===== src/rtl/req_enc_pkg.sv =====
// Shared definitions for the 16-line request encoder.
// Contents:
//   NUM_REQ, CODE_W : number of request lines and the width of their index
//   req_vec_t       : 16-bit request / pending vector
//   code_t          : 4-bit encoded index
//   popcount16      : number of set bits in a req_vec_t (0..16)
package req_enc_pkg;

  localparam int NUM_REQ = 16;
  localparam int CODE_W  = $clog2(NUM_REQ);

  typedef logic [15:0] req_vec_t;
  typedef logic [3:0]  code_t;

  function automatic logic [4:0] popcount16(input req_vec_t v);
    logic [4:0] n;
    n = '0;
    for (int i = 0; i < NUM_REQ; i++) begin
      n = n + {4'b0000, v[i]};
    end
    return n;
  endfunction

endpackage


===== src/rtl/prio_enc16.sv =====
// Combinational 16-input priority encoder with a movable starting point.
// The search begins at bit 'start' and proceeds upward, wrapping from 15
// back to 0; the first set bit found is reported.
// Ports:
//   vec   in  16  candidate vector
//   start in  4   index searched first
//   idx   out 4   index of the first set bit at or after start (mod 16)
//   found out 1   vec has at least one bit set; idx is meaningless otherwise
module prio_enc16 (
  input  logic [15:0] vec,
  input  logic [3:0]  start,
  output logic [3:0]  idx,
  output logic        found
);
  import req_enc_pkg::*;

  // Two copies side by side let a plain part-select perform the rotation.
  logic [30:0] dbl;
  logic [15:0] rot;
  code_t       off;

  always_comb begin
    dbl   = {vec[14:0], vec};
    rot   = dbl[start +: 16];
    off   = '0;
    // Scan downward so the lowest set bit of the rotated vector wins.
    for (int i = NUM_REQ - 1; i >= 0; i--) begin
      if (rot[i]) off = code_t'(i);
    end
    found = |vec;
    idx   = start + off;
  end

endmodule


===== src/rtl/req_encoder_16x4.sv =====
// Sequential one-hot-to-binary request encoder.
// Sticky request lines are collected in a pending register; one pending
// request at a time is selected and offered as a 4-bit code on a
// valid/ready channel. The selected bit leaves pending at the edge it is
// loaded, unless its request line is high at that same edge (set wins).
// Selection is lowest-index-first by default. Defining
// REQ_ENCODER_ROUND_ROBIN_EN switches to round-robin, starting the search
// one past the most recently loaded index.
// Ports:
//   clk         in  1   rising-edge clock
//   rst         in  1   asynchronous active-high reset
//   req         in  16  level request lines, sampled every edge
//   code        out 4   index of the offered request
//   valid       out 1   code is meaningful
//   ready       in  1   consumer takes code when valid & ready at an edge
//   pending_cnt out 5   number of pending requests, excluding the offered one
module req_encoder_16x4 (
  input  logic        clk,
  input  logic        rst,
  input  logic [15:0] req,
  output logic [3:0]  code,
  output logic        valid,
  input  logic        ready,
  output logic [4:0]  pending_cnt
);
  import req_enc_pkg::*;

  req_vec_t pending_q, pending_d;
  code_t    code_q, code_d;
  logic     valid_q, valid_d;

  code_t    start;
  code_t    sel_idx;
  logic     sel_found;
  logic     slot_free;
  logic     load;
  req_vec_t take;

  prio_enc16 u_prio (
    .vec   (pending_q),
    .start (start),
    .idx   (sel_idx),
    .found (sel_found)
  );

`ifdef REQ_ENCODER_ROUND_ROBIN_EN
  code_t ptr_q, ptr_d;

  assign start = ptr_q + 4'd1;

  always_comb begin
    ptr_d = ptr_q;
    if (load) ptr_d = sel_idx;
  end

  // Reset to 15 so the very first search begins at index 0.
  always_ff @(posedge clk or posedge rst) begin
    if (rst) ptr_q <= 4'd15;
    else     ptr_q <= ptr_d;
  end
`else
  assign start = '0;
`endif

  always_comb begin
    slot_free = ~valid_q | ready;
    load      = slot_free & sel_found;
    take      = load ? (req_vec_t'(1) << sel_idx) : '0;
    pending_d = (pending_q & ~take) | req;

    code_d  = code_q;
    valid_d = valid_q;
    if (slot_free) begin
      valid_d = load;
      if (load) code_d = sel_idx;
    end
  end

  always_ff @(posedge clk or posedge rst) begin
    if (rst) begin
      pending_q <= '0;
      code_q    <= '0;
      valid_q   <= 1'b0;
    end else begin
      pending_q <= pending_d;
      code_q    <= code_d;
      valid_q   <= valid_d;
    end
  end

  assign code        = code_q;
  assign valid       = valid_q;
  assign pending_cnt = popcount16(pending_q);

endmodule


===== config.mk =====
export PLATFORM = sky130hd
export DESIGN_NAME = req_encoder_16x4
export DESIGN_NICKNAME = d
export VERILOG_FILES = /design/src/rtl/req_enc_pkg.sv /design/src/rtl/prio_enc16.sv /design/src/rtl/req_encoder_16x4.sv
export SDC_FILE = /design/constraint.sdc
export NUM_CORES = 1
export LEC_CHECK = 0
export BUFFER_PORTS_ARGS = -buffer_cell sky130_fd_sc_hd__buf_2
export CAP_MARGIN = 20
export CELL_PAD_IN_SITES_DETAIL_PLACEMENT = 0
export CELL_PAD_IN_SITES_GLOBAL_PLACEMENT = 1
export CORE_MARGIN = 2
export CORE_UTILIZATION = 37
export CTS_CLUSTER_SIZE = 40
export DETAILED_ROUTE_END_ITERATION = 6
export GPL_ROUTABILITY_DRIVEN = 0
export PLACE_DENSITY = 0.8
export SLEW_MARGIN = 20
export SYNTH_ARGS = -nofsm -noshare
export SYNTH_HDL_FRONTEND = slang
export SYNTH_SLANG_ARGS = --single-unit

===== constraint.sdc =====
create_clock -name clk -period 4.5 [get_ports clk]
set_input_delay 1.125 -clock clk [delete_from_list [all_inputs] [get_ports clk]]
set_output_delay 1.125 -clock clk [all_outputs]
set_load 0.005 [all_outputs]

==> flow_metrics.env <==
export IMPL_via_count=1251
export IMPL_finalClockSkew_ns=0.00297
export IMPL_die_h_um=67.1
export IMPL_num_fill_cells=381
export IMPL_post_route_cells_drive_above_1_share=0.281
export IMPL_synth_ff_type="sky130_fd_sc_hd__dfrtp_1"
export IMPL_grt_overflow_total=0
export IMPL_route_antenna_remaining_nets=0
export IMPL_power_leakage_nw=0.843
export IMPL_synth_warning_count=0
export IMPL_routed_wirelength_um=3500
export IMPL_max_slew_worst_pin_slew_ns=0.825
export IMPL_rel_slew_slack=0.450
export IMPL_end_kind="output pin"
export IMPL_critical_path_required_ns=3.38
export IMPL_number_of_buffers_added_on_ports=28
export IMPL_hold_viol_final=0
export IMPL_layout_area_seq_um2=526
export IMPL_die_x_um=67.1
export IMPL_num_antenna_cells=0
export IMPL_layout_cells_most_common_list="28 x sky130_fd_sc_hd__buf_2, 23 x sky130_fd_sc_hd__inv_1, 21 x sky130_fd_sc_hd__dfrtp_1, 16 x sky130_fd_sc_hd__nor2_1, 13 x sky130_fd_sc_hd__buf_4"
export IMPL_syn_inst_count=155
export IMPL_start_kind="register"
export IMPL_outcome="complete, but fails checks"
export IMPL_area_growth_synth_to_final_pct=24.4
export IMPL_grt_antenna_before_repair=0
export IMPL_hpwl_um=2850
export IMPL_grt_setup_unrepaired="yes"
export IMPL_tritoncts_clock_tree="built"
export IMPL_root_buffer="sky130_fd_sc_hd__clkbuf_8"
export IMPL_detail_route_wl_per_cell_um=14.2
export IMPL_setup_worst_path_class="register to output pin"
export IMPL_peakVddDrop_uv=145
export IMPL_placement_setup_worst_slack_ns=-0.0910
export IMPL_detailed_place_area_um2=1750
export IMPL_syn_cell_area_um2=1480
export IMPL_count_of_flip_flops_with_a_built_in_enable_after_synthesis=0
export IMPL_post_synth_cell_area_avg_um2=9.52
export IMPL_pin_count_of_the_biggest_net_entering_global_routing=22
export IMPL_drt_iter0_markers=30
export IMPL_synth_top_area_share=0.356
export IMPL_postSynthRegisterBits=21
export IMPL_clk_transition_reported_paths_ns=0.08
export IMPL_hold_path_class="register to register"
export IMPL_tns_ns=-0.734
export IMPL_vias_per_cell=5.06
export IMPL_clock_latency_ns=0.26
export IMPL_finish_net_count=235
export IMPL_max_cap_violations=0
export IMPL_ctsHtreeMaxLevel=1
export IMPL_boundaryPins=29
export IMPL_layout_cells_most_common="sky130_fd_sc_hd__buf_2"
export IMPL_synth_largest_area_cell="sky130_fd_sc_hd__dfrtp_1"
export IMPL_core_area_um2=3740
export IMPL_final_cells=247
export IMPL_syn_num_nets=190
export IMPL_post_route_drc_count=0
export IMPL_area_taken_by_multi_input_logic_gates_um2=861
export IMPL_maxSlewViolCount=0
export IMPL_timing_final_ws_setup_ns=-0.227
export IMPL_synth_async_sr_flop_share=1.00
export IMPL_ys_seq_area_frac=0.356
export IMPL_violated_checks="negative setup slack"
export IMPL_drtPass1Iterations=4
export IMPL_grt_util_all_layers=0.173
export IMPL_cellPowerDensity_nw_per_um2=213
export IMPL_synthDistinctLibCells=34
export IMPL_clock_sinks=21
export IMPL_max_clock_freq_mhz=212
export IMPL_fp_row_count=22
export IMPL_setup_viol=4
export IMPL_finalCriticalPeriod_ns=4.73
export IMPL_cts_buffer_depth=2
export IMPL_start_util=0.394
export IMPL_fraction_of_the_cycle_the_final_worst_path_needs=1.05
export IMPL_first_pass_grt_wire_length_um=5910
export IMPL_synth_area_top_cells="sky130_fd_sc_hd__dfrtp_1 36%, sky130_fd_sc_hd__fa_1 14%, sky130_fd_sc_hd__inv_1 6.4%"
export IMPL_tritoncts_num_buffers=3
export IMPL_critical_path_arrival_ns=3.60
export IMPL_grt_pass1_vias=1309
export IMPL_layout_cell_area_non_filler_um2=1840
export IMPL_critPathMaxFanout=2
export IMPL_postLayoutCoreUtil=0.490
export IMPL_dieArea_um2=4510
export IMPL_placed_insts=241
## cells by family after synthesis
family,share of synthesized area
DFF,0.356
AOI/OAI and AO/OA,0.185
xor gates and xnor gates,0.0119
buffers and inverters,0.0746
and+or+nand+nor,0.186
adders and majority gates,0.187
## layout make-up
class | count | area share
inverter | 25 | 0.0511
clock buffer | 3 | 0.0225
multi-input combinational | 107 | 0.469
timing repair buffer | 42 | 0.136
sequential | 21 | 0.286
clock inverter | 1 | 0.00273
tap | 48 | 0.0327
## cell usage after synthesis, drive strengths merged (4+ instances only)
cell type	instances
nand2	7
dfrtp	21
inv	25
a21oi	8
o21ai	7
ha	6
nor3	4
a31oi	4
fa	10
nand3	7
nand2b	6
nor2	16
a21o	8
## metal layers
layer,global-route usage,share of wire,vias up
met5,0,0,-
met4,0.0587,0.020,0
met3,0.0167,0.049,6
met2,0.307,0.48,38
met1,0.221,0.45,587
li1,-,-,620
## critical path, cell delays in order (launching register included)
cell and delay [ns]:
sky130_fd_sc_hd__dfrtp_1 0.40, sky130_fd_sc_hd__fa_1 0.53, sky130_fd_sc_hd__inv_1 0.05, sky130_fd_sc_hd__fa_1 0.45, sky130_fd_sc_hd__fa_1 0.53, sky130_fd_sc_hd__fa_1 0.42, sky130_fd_sc_hd__inv_2 0.08, sky130_fd_sc_hd__ha_4 0.13
sky130_fd_sc_hd__inv_2 0.03, sky130_fd_sc_hd__fa_2 0.35, sky130_fd_sc_hd__nor2b_2 0.13, sky130_fd_sc_hd__o21a_1 0.11, sky130_fd_sc_hd__buf_2 0.10
## sequential cells by signal (all words and copies together) (netlist names)
register,cells
pending_q,16
valid,1
code,4
## where the power goes
| part | internal [mW] | total [mW] | switching, mW |
|---|---|---|---|
| registers | 0.191 | 0.193 | 0.00226 |
| clock network | 0.0618 | 0.129 | 0.0668 |
| logic | 0.0351 | 0.0690 | 0.0339 |
| total | 0.288 | 0.391 | 0.103 |
## through the flow
stage	power, mW	hold WS (ns)
after floorplan	0.233	0.465
after global placement	0.257	0.462
after detailed placement	0.259	0.462
after CTS	0.391	0.488
after global routing	0.411	0.531
final	0.391	0.491
## path summary, 6_finish.rpt
check | endpoint | startpoint | slack [ns] | depth (start not counted)
worst min register to register | code[3] | code[3] | 0.49 | 2
worst max-delay path | pending_cnt[4] | pending_q[1] | -0.23 | 12
max in group asynchronous | pending_q[13] | rst | 2.98 | 2
min in group asynchronous | pending_q[8] | rst | 1.01 | 2
worst min-delay path | code[3] | code[3] | 0.49 | 2
worst max register to register | pending_q[2] | pending_q[15] | 2.25 | 7
## what timing repair did
action / CTS / global route
pin swaps: 6 / 1
setup endpoints to repair: 4 / 4
hold endpoints to repair: 0 / 0
gates resized for setup: 8 / 0
hold buffers: 0 / 0
buffers inserted: 1 / 1
Power figures use the tool's default switching activity.
